--- config.mk ---
export PLATFORM = sky130hd
export DESIGN_NAME = input_debouncer
export DESIGN_NICKNAME = d
export VERILOG_FILES = /design/src/rtl/debounce_pkg.sv /design/src/rtl/sync_2ff.sv /design/src/rtl/input_debouncer.sv
export SDC_FILE = /design/constraint.sdc
export NUM_CORES = 1
export LEC_CHECK = 0
export ABC_AREA = 1
export CAP_MARGIN = 20
export CORE_AREA = 5 5 42 44
export CTS_BUF_LIST = sky130_fd_sc_hd__clkbuf_4 sky130_fd_sc_hd__clkbuf_8
export DETAILED_ROUTE_END_ITERATION = 8
export DIE_AREA = 0 0 47 49
export GPL_ROUTABILITY_DRIVEN = 0
export PLACE_DENSITY_LB_ADDON = 0.25
export SETUP_SLACK_MARGIN = 0.4
export SLEW_MARGIN = 5
export SYNTH_ARGS = -nofsm -noshare
export SYNTH_HDL_FRONTEND = slang
export SYNTH_SLANG_ARGS = --single-unit
--- constraint.sdc ---
create_clock -name clk -period 2.4 [get_ports clk]
set_input_delay 0.6 -clock clk [delete_from_list [all_inputs] [get_ports clk]]
set_output_delay 0.6 -clock clk [all_outputs]
set_load 0.02 [all_outputs]
--- src/rtl/debounce_pkg.sv ---
// rtl/debounce_pkg.sv - shared constants and state type for the input debouncer
//
// Purpose: state encoding and default qualification length shared by
//          input_debouncer and anything that decodes its state.
// Ports:   none (package)

package debounce_pkg;

  // Default number of consecutive synchronized samples that qualify a new level.
  localparam int DEF_STABLE_CYCLES = 4;

  localparam logic [1:0] ST_STABLE_LOW  = 2'd0;
  localparam logic [1:0] ST_PEND_HIGH   = 2'd1;
  localparam logic [1:0] ST_STABLE_HIGH = 2'd2;
  localparam logic [1:0] ST_PEND_LOW    = 2'd3;

  typedef enum logic [1:0] {
    S_STABLE_LOW  = ST_STABLE_LOW,
    S_PEND_HIGH   = ST_PEND_HIGH,
    S_STABLE_HIGH = ST_STABLE_HIGH,
    S_PEND_LOW    = ST_PEND_LOW
  } deb_state_t;

endpackage

--- src/rtl/sync_2ff.sv ---
// rtl/sync_2ff.sv - two-stage synchronizer for a single asynchronous bit
//
// Purpose: brings an asynchronous level into the clk domain through two
//          flops; the first flop may go metastable and is never used directly.
// Ports:
//   clk    - system clock, rising-edge active
//   reset  - asynchronous active-low reset, clears both stages
//   d      - asynchronous input bit
//   q      - synchronized output (second stage)

module sync_2ff (
  input  logic clk,
  input  logic reset,
  input  logic d,
  output logic q
);

  logic r_meta;
  logic r_sync;

  always_ff @(posedge clk or negedge reset) begin
    if (!reset) begin
      r_meta <= 1'b0;
      r_sync <= 1'b0;
    end else begin
      r_meta <= d;
      r_sync <= r_meta;
    end
  end

  assign q = r_sync;

endmodule

--- src/rtl/input_debouncer.sv ---
// rtl/input_debouncer.sv - synchronize and debounce a raw input, with edge pulses
//
// Purpose: turns a glitchy asynchronous input into a clean clk-synchronous
//          level (q) that only changes after STABLE_CYCLES consecutive
//          synchronized samples of the new level. One-cycle rise/fall pulses
//          accompany each change of q.
// Optional: DEBOUNCE_EDGE_CNT_EN adds an 8-bit wrapping count of accepted
//          rising edges (edge_cnt).
// Ports:
//   clk      - system clock, rising-edge active
//   reset    - asynchronous active-low reset
//   din      - raw asynchronous input, may glitch
//   q        - debounced level
//   rise     - one-cycle pulse, same cycle q goes 0->1
//   fall     - one-cycle pulse, same cycle q goes 1->0
//   edge_cnt - accepted rising-edge count (DEBOUNCE_EDGE_CNT_EN only)

module input_debouncer
  import debounce_pkg::*;
#(
  parameter int STABLE_CYCLES = DEF_STABLE_CYCLES
) (
  input  logic       clk,
  input  logic       reset,
  input  logic       din,
  output logic       q,
  output logic       rise,
  output logic       fall
`ifdef DEBOUNCE_EDGE_CNT_EN
  ,
  output logic [7:0] edge_cnt
`endif
);

  localparam int CNT_W = $clog2(STABLE_CYCLES + 1);
  // Counter value at which the current sample is the last one needed.
  localparam logic [CNT_W-1:0] CNT_LAST = CNT_W'(STABLE_CYCLES - 1);
  localparam logic [CNT_W-1:0] CNT_ONE  = CNT_W'(1);

  logic             w_sync;
  deb_state_t       r_state;
  deb_state_t       w_state_nxt;
  logic [CNT_W-1:0] r_cnt;
  logic [CNT_W-1:0] w_cnt_nxt;
  logic             r_q;
  logic             r_rise;
  logic             r_fall;
  logic             w_q_nxt;
  logic             w_rise_nxt;
  logic             w_fall_nxt;

  sync_2ff u_sync (
    .clk   (clk),
    .reset (reset),
    .d     (din),
    .q     (w_sync)
  );

  always_ff @(posedge clk or negedge reset) begin
    if (!reset) begin
      r_state <= S_STABLE_LOW;
      r_cnt   <= '0;
      r_q     <= 1'b0;
      r_rise  <= 1'b0;
      r_fall  <= 1'b0;
    end else begin
      r_state <= w_state_nxt;
      r_cnt   <= w_cnt_nxt;
      r_q     <= w_q_nxt;
      r_rise  <= w_rise_nxt;
      r_fall  <= w_fall_nxt;
    end
  end

  // The counter is cleared on every path except while a PEND state keeps
  // seeing the candidate level, so any reversal restarts qualification.
  always_comb begin
    w_state_nxt = r_state;
    w_cnt_nxt   = '0;
    w_q_nxt     = r_q;
    w_rise_nxt  = 1'b0;
    w_fall_nxt  = 1'b0;
    case (r_state)
      S_STABLE_LOW: begin
        if (w_sync) begin
          w_state_nxt = S_PEND_HIGH;
          w_cnt_nxt   = CNT_ONE;
        end
      end
      S_PEND_HIGH: begin
        if (!w_sync) begin
          w_state_nxt = S_STABLE_LOW;
        end else if (r_cnt == CNT_LAST) begin
          w_state_nxt = S_STABLE_HIGH;
          w_q_nxt     = 1'b1;
          w_rise_nxt  = 1'b1;
        end else begin
          w_cnt_nxt = r_cnt + CNT_ONE;
        end
      end
      S_STABLE_HIGH: begin
        if (!w_sync) begin
          w_state_nxt = S_PEND_LOW;
          w_cnt_nxt   = CNT_ONE;
        end
      end
      S_PEND_LOW: begin
        if (w_sync) begin
          w_state_nxt = S_STABLE_HIGH;
        end else if (r_cnt == CNT_LAST) begin
          w_state_nxt = S_STABLE_LOW;
          w_q_nxt     = 1'b0;
          w_fall_nxt  = 1'b1;
        end else begin
          w_cnt_nxt = r_cnt + CNT_ONE;
        end
      end
      default: begin
        w_state_nxt = S_STABLE_LOW;
      end
    endcase
  end

  assign q    = r_q;
  assign rise = r_rise;
  assign fall = r_fall;

`ifdef DEBOUNCE_EDGE_CNT_EN
  logic [7:0] r_edge_cnt;

  // Counts in the same cycle rise is registered, so edge_cnt and q agree.
  always_ff @(posedge clk or negedge reset) begin
    if (!reset) begin
      r_edge_cnt <= 8'd0;
    end else if (w_rise_nxt) begin
      r_edge_cnt <= r_edge_cnt + 8'd1;
    end
  end

  assign edge_cnt = r_edge_cnt;
`endif

endmodule
Yosys cells after proc, flatten, opt, wreduce, memory -nomap -nowiden
Index checks and enable logic that the tools add are counted.
{ "op_classes": {"add_sub_neg": 1, "eq_ne": 12, "mux": 23, "n_reduce_logical": 4} }
{ "op_table": {"columns": ["operator", "n"], "rows": [
  ["2-bit 2-to-1 mux", 6],
  ["3-bit case mux with 4 select lines", 1],
  ["1-bit 2-to-1 mux", 11],
  ["3-bit 2-to-1 mux", 3],
  ["2-bit inequality test (second input constant)", 4],
  ["2-bit case mux with 4 select lines", 1],
  ["5-bit AND reduction", 1],
  ["2-bit == test (second input constant)", 2],
  ["2-bit by 1-bit inequality test with 1-bit output (second input constant)", 2],
  ["4-bit AND reduction", 1],
  ["3-bit by 1-bit adder with 3-bit output (second input constant)", 1],
  ["3-bit by 2-bit == test with 1-bit output (second input constant)", 1],
  ["3-bit by 2-bit inequality test with 1-bit output (second input constant)", 1],
  ["3-bit inequality test (second input constant)", 1],
  ["2-bit by 1-bit == test with 1-bit output (second input constant)", 1],
  ["2-bit logical NOT", 1],
  ["1-bit case mux with 2 select lines", 1],
  ["2-bit nonzero test", 1]
]} }
{ "word_totals": {"regBits": 10, "word_cells": 47} }

Depth between registers and ports, before layout
Gate-level depths: netlist (run 1).
{ "logic_depth": {"depth_word": 4, "ltp_mapped": 6, "ltp_nobuf": 6} }

By module
Synthesis (run 1) repeated with hierarchy kept, for this count alone.
{ "unflattened": {"hier_cells": 41, "area_unflattened_um2": 390.4} }
{ "by_module_without_submodules": {"columns": ["mod", "n_inst", "cells_each", "area_each_um2", "seq_area_each_um2"], "rows": [
  ["input_debouncer", 1, 39, 340.3, 200.2],
  ["sync_2ff", 1, 2, 50.0, 50.0]
]} }

Worst setup path before layout (run 1)
OpenSTA, ideal clock, no wires.
{ "synth_path": {"kind": "flip-flop to output port", "startpoint": "register r_q (netlist: q)", "endpoint": "output q", "arrival_ps": 425, "t_required_ps": 1800, "slack_ps": 1375, "path_stages_with_launch": 1, "cell_sequence": "dfrtp_1"} }
{ "synth_rtl": {"columns": ["element", "line", "text"], "rows": [
  ["from (decl)", "input_debouncer.sv:45", "logic r_q;"],
  ["from (signal assigned)", "input_debouncer.sv:69", "r_q <= w_q_nxt;"],
  ["to (decl)", "input_debouncer.sv:26", "output logic q,"]
]} }
No word-level cell between the ends.

Final worst setup path (run 1)
{ "layout_path": {"startpoint": "register r_q (netlist: q)", "endpoint": "output q"} }
No word-level cell between the ends.

==> impl_results.md, run 1 <==
* Status: complete, no violations
* Total chip power at 0.488 mW
* Setup TNS at 0 ns
* Worst Hold Class: flip-flop to flip-flop
* Post-CTS sizing at 0
* Via count at 272
* Share of layout cells above drive strength 1 at 0.160
* Slew HR at 0.713
* Filler cells at 153
* Num CTS Buffers at 3
* Crit-path leading delay family: buffers and inverters
* Worst setup SP type: flip-flop
* PD cells at 983 nW/um^2
* Mapped Area at 390 sq um
* WP data required at 1.80 ns
* Synth Area per Inst at 9.52 sq um
* 1st-iter DRT viols at 6
* Hold Vio Cnt, Final at 0
* Syn Inst Count at 41
* Core area at 1400 sq um
* TritonRoute pass-1 iters at 4
* Slowest CP cell: clkdlybuf4s50_1
* Setup Skew at 0.00249 ns
* Sequential element share of the synthesized area at 0.641
* Slowest cell delay on critical path at 0.61 ns
* H-Tree Depth at 1
* Worst-Margin Slew at 0.430 ns
* Diode count at 0
* Post-DP HPWL at 470 um
* Total global routing overflow at 0
* CTS clk-pin slew, worst paths at 0.06 ns
* Chip Width at 47 um
* Storage cell area at 250 sq um
* Worst Setup End Kind: output pin
* Antenna violations before repair at 0
* CP Buf/Inv Count at 1
* Area contributors post-synth: dfrtp_1, nand2_1, inv_1
* RSZ-0062 raised after global routing: false
* Clk buf depth at 2
* Fin crit period at 1.82 ns
* Setup Fix Bufs, Post-CTS at 0
* # port buffers at 5
* Setup violators final at 0
* Routed Wire Length at 602 um
* Syn nets at 45
* First-pass GRT wire length at 1000 um
* Post-synth top area cell: dfrtp_1
* Clock root buffer: clkbuf_4
* Initial core utilization at 0.279
* Top-count cell post-synth: nand2_1
* CP max FO at 2
* Nets at 55
* Hold-fix buffers at CTS at 0
* EDFF count, synth at 0
* Slew Viols, Final at 0
* IO Pins at 6
* Leakage at 0.272 nW
* Crit-path cells: clkdlybuf4s50_1
* Ys async rst share at 1.00
* Area share of the largest cell type after synthesis at 0.641
* Max rail drop VDD at 0.342 mV
* Reg2reg setup slack at 1.36 ns
* TritonCTS clock tree: done
* Number of global-route vias before repair at 265
* Top cells by count, synth: nand2_1, dfrtp_1, inv_1
* Synth unique cells at 11
* Avg WL per Cell at 9.12 um
* Synth-to-Final Area Change at 27.2%
* Die Ht at 49 um
* Die area at 2300 sq um
* Clk_lat worst skew at 0.26 ns
* Tcrit/Tclk final at 0.756
* Max Clk Rate at 551 MHz
* Max-Cap Viols at 0
* Largest net degree at the start of global routing at 11
* Critical path arrival at 1.22 ns
* ANT nets after route at 0
* GRT Util Overall at 0.0640
* # rows at 14
* DRC viols at 0
* Kind of critical path: flip-flop to output pin
* Flop and latch count out of synthesis at 10
* Ys Warns at 0
* Primary FF master, synth: dfrtp_1
* Clock sink count at 10
* Area of the multi-input gates at 106 sq um
* Vias per cell at 4.12
[through the flow]
stage               std cells  instance area [sq um]  hold WS [ns]   util  setup slack (ns)
detailed placement         62                    460         0.340  0.329             0.870
global route               66                    497         0.379  0.354             0.561
global placement           62                    460         0.335  0.329             0.882
finish                     66                    497         0.351  0.354             0.585
floorplan                  41                    390         0.304      -              1.38
CTS                        66                    497         0.355  0.354             0.584
[placed cells by master, fill, tap and decap left out, types with 2 or more instances in the layout]
cell,n
clkdlybuf4s50_1,5
nor2_1,2
nand2_1,14
clkbuf_4,3
inv_1,7
dfrtp_1,10
inv_2,2
[final cells by class]
class	instances	share of cell area
multi-input combinational	22	0.214
timing repair buffer	5	0.101
clock buffer	4	0.0730
sequential	10	0.504
inverter	9	0.0680
tap	16	0.0403
[cell families after synthesis]
logic type      after synthesis  share of synthesized area
flops                        10                      0.641
simple gates                 20                      0.228
fa+ha+maj                     1                     0.0320
buf+inv                       9                     0.0866
compound gates                1                     0.0128
[worst reg2reg max path, delay by kind of cell, from the launching register on]
family,cells,cell delay [ns]
flops,1,0.39
simple gates,4,0.30
fa+ha+maj,1,0.23
buf+inv,1,0.08
[power breakdown]
group          internal (mW)  switching, mW
combinational         0.0485         0.0647
clock                 0.0919         0.0527
sequential             0.205         0.0259
total                  0.345          0.143
[per-layer routing]
layer	wire [um]	part of all wire	up-vias	global-route usage
li1	-	-	139	-
met1	249	0.41	123	0.0588
met2	298	0.50	6	0.0973
met3	32	0.053	4	0.0332
met4	21	0.035	0	0.0553
met5	0	0	-	0
[state kept, by name (all words and copies together) (netlist names), named ones only]
name	cells
u_sync.q	1
rise	1
r_cnt	3
u_sync.r_meta	1
r_state	1
q	1
fall	1
[final timing paths]
path,end,cells after the start,startpoint
min in group asynchronous,r_cnt[0],1,reset
setup reg to reg,r_cnt[0],6,r_cnt[0]
setup / recovery,q,1,q
max in group asynchronous,u_sync.q,1,reset
hold reg to reg,u_sync.q,0,u_sync.r_meta
hold / removal,u_sync.q,0,u_sync.r_meta
Note: power is estimated with default switching activity, not from simulation.
==> run 2: changes to the inputs <==
Clock period 2.4 ns to 1.5 ns, I/O delays scaled along.
==> impl_results.md, run 2 (synthesis results as in run 1) <==
* Status: complete, no violations
* Slew HR at 0.713
* Die area at 2300 sq um
* Worst Hold Class: flip-flop to flip-flop
* TritonRoute pass-1 iters at 4
* Setup TNS at 0 ns
* Worst-Margin Slew at 0.430 ns
* CP max FO at 2
* Leakage at 0.282 nW
* CP Buf/Inv Count at 1
* Tcrit/Tclk final at 0.775
* Most frequent cells in the layout: nand2_1, dfrtp_1, inv_1
* ANT nets after route at 0
* Slowest CP cell: dfrtp_1
* Via count at 276
* Post-DP HPWL at 470 um
* PD cells at 1580 nW/um^2
* Setup violators final at 0
* Crit-path leading delay family: flip-flops
* Share of layout cells above drive strength 1 at 0.255
* Chip Width at 47 um
* Most common cell after layout, fill and taps aside: nand2_1
* 1st-iter DRT viols at 6
* Total global routing overflow at 0
* Worst setup SP type: flip-flop
* Slowest cell delay on critical path at 0.40 ns
* GRT Util Overall at 0.0640
* Synth-to-Final Area Change at 30.8%
* Clock sink count at 10
* Max FFs per register at 3
* Core area at 1400 sq um
* Clk buf depth at 2
* Setup Skew at 0.00213 ns
* Max-Cap Viols at 0
* CTS clk-pin slew, worst paths at 0.06 ns
* Worst Setup End Kind: output pin
* Num CTS Buffers at 3
* First-pass GRT wire length at 1000 um
* Vias per cell at 4.12
* Max Clk Rate at 860 MHz
* Kind of critical path: flip-flop to output pin
* Number of global-route vias before repair at 265
* Largest net degree at the start of global routing at 11
* Clock root buffer: clkbuf_4
* # port buffers at 5
* Final std cells w/o fill at 67
* Critical path arrival at 0.79 ns
* Hold Vio Cnt, Final at 0
* Clk_lat worst skew at 0.26 ns
* Max rail drop VDD at 0.591 mV
* Reg2reg setup slack at 0.49 ns
* H-Tree Depth at 1
* Avg WL per Cell at 9.07 um
* Die Ht at 49 um
* Diode count at 0
* Largest register by flop count: r_cnt
* Routed Wire Length at 608 um
* Fin crit period at 1.16 ns
* WP data required at 1.12 ns
* Post-Place Cells at 62
* Initial core utilization at 0.279
* Slew Viols, Final at 0
* # rows at 14
* Crit-path cells: buf_6
* RSZ-0062 raised after global routing: true
* Antenna violations before repair at 0
* DRC viols at 0
* Nets at 56
* IO Pins at 6
* TritonCTS clock tree: done
[run 2: cell count changes in the layout (fill, tap and decap cells not counted)]
cell	delta
clkdlybuf4s50_1	-3
buf_4	+1
buf_6	+3
ha_1	-1
ha_2	+1
[run 2: layer usage]
| layer | up-vias | part of all wire | GRT usage |
|---|---|---|---|
| met5 | - | 0 | 0 |
| met4 | 0 | 0.035 | 0.0553 |
| li1 | 141 | - | - |
| met1 | 125 | 0.42 | 0.0588 |
| met2 | 6 | 0.49 | 0.0973 |
| met3 | 4 | 0.053 | 0.0332 |
[run 2: power breakdown]
group / switching (mW) / leakage (nW) / internal, mW / total (mW)
registers: 0.0442 / 0.129 / 0.328 / 0.372
clock network: 0.0846 / 0.0210 / 0.147 / 0.232
logic: 0.107 / 0.132 / 0.0955 / 0.202
total: 0.236 / 0.282 / 0.570 / 0.806
[run 2: final cells by class]
cell class	instances	area (sq um)
fillers	153	891
flip-flops and latches	10	250
multi-input cells	22	109
repair buffers	6	61.3
clock buffers	4	36.3
inverters	9	33.8
well taps	16	20.0
[run 2: worst reg2reg max path, cell delays in order (launching register included)]
cell	delay [ns]
dfrtp_1	0.35
ha_2	0.19
inv_2	0.05
nor2_4	0.09
nand2_1	0.09
nand2_1	0.10
inv_1	0.04
[run 2: final timing paths]
| check | startpoint | endpoint | cells after the start |
|---|---|---|---|
| worst max-delay path | q | q | 1 |
| worst min-delay path | u_sync.r_meta | u_sync.q | 0 |
| worst max register to register | r_cnt[0] | r_state[0] | 6 |
| worst min register to register | u_sync.r_meta | u_sync.q | 0 |
| max in group asynchronous | reset | u_sync.q | 1 |
| min in group asynchronous | reset | r_cnt[0] | 1 |
[run 2: metrics by stage]
step	hold WS [ns]	utilization	setup WS, ns	instance area (sq um)	power, mW
after global placement	0.335	0.329	0.207	460	0.550
after detailed placement	0.340	0.329	0.195	460	0.561
after CTS	0.355	0.357	0.336	500	0.804
after global routing	0.379	0.364	0.317	510	0.867
final	0.351	0.364	0.337	510	0.806
after floorplan	0.0794	-	0.535	390	0.492
[run 2: repair_timing]
item                                    CTS  global route
endpoints found under the setup margin    3             7
setup buffers                             0             1
gates resized for setup                  18             1
hold buffers                              0             0
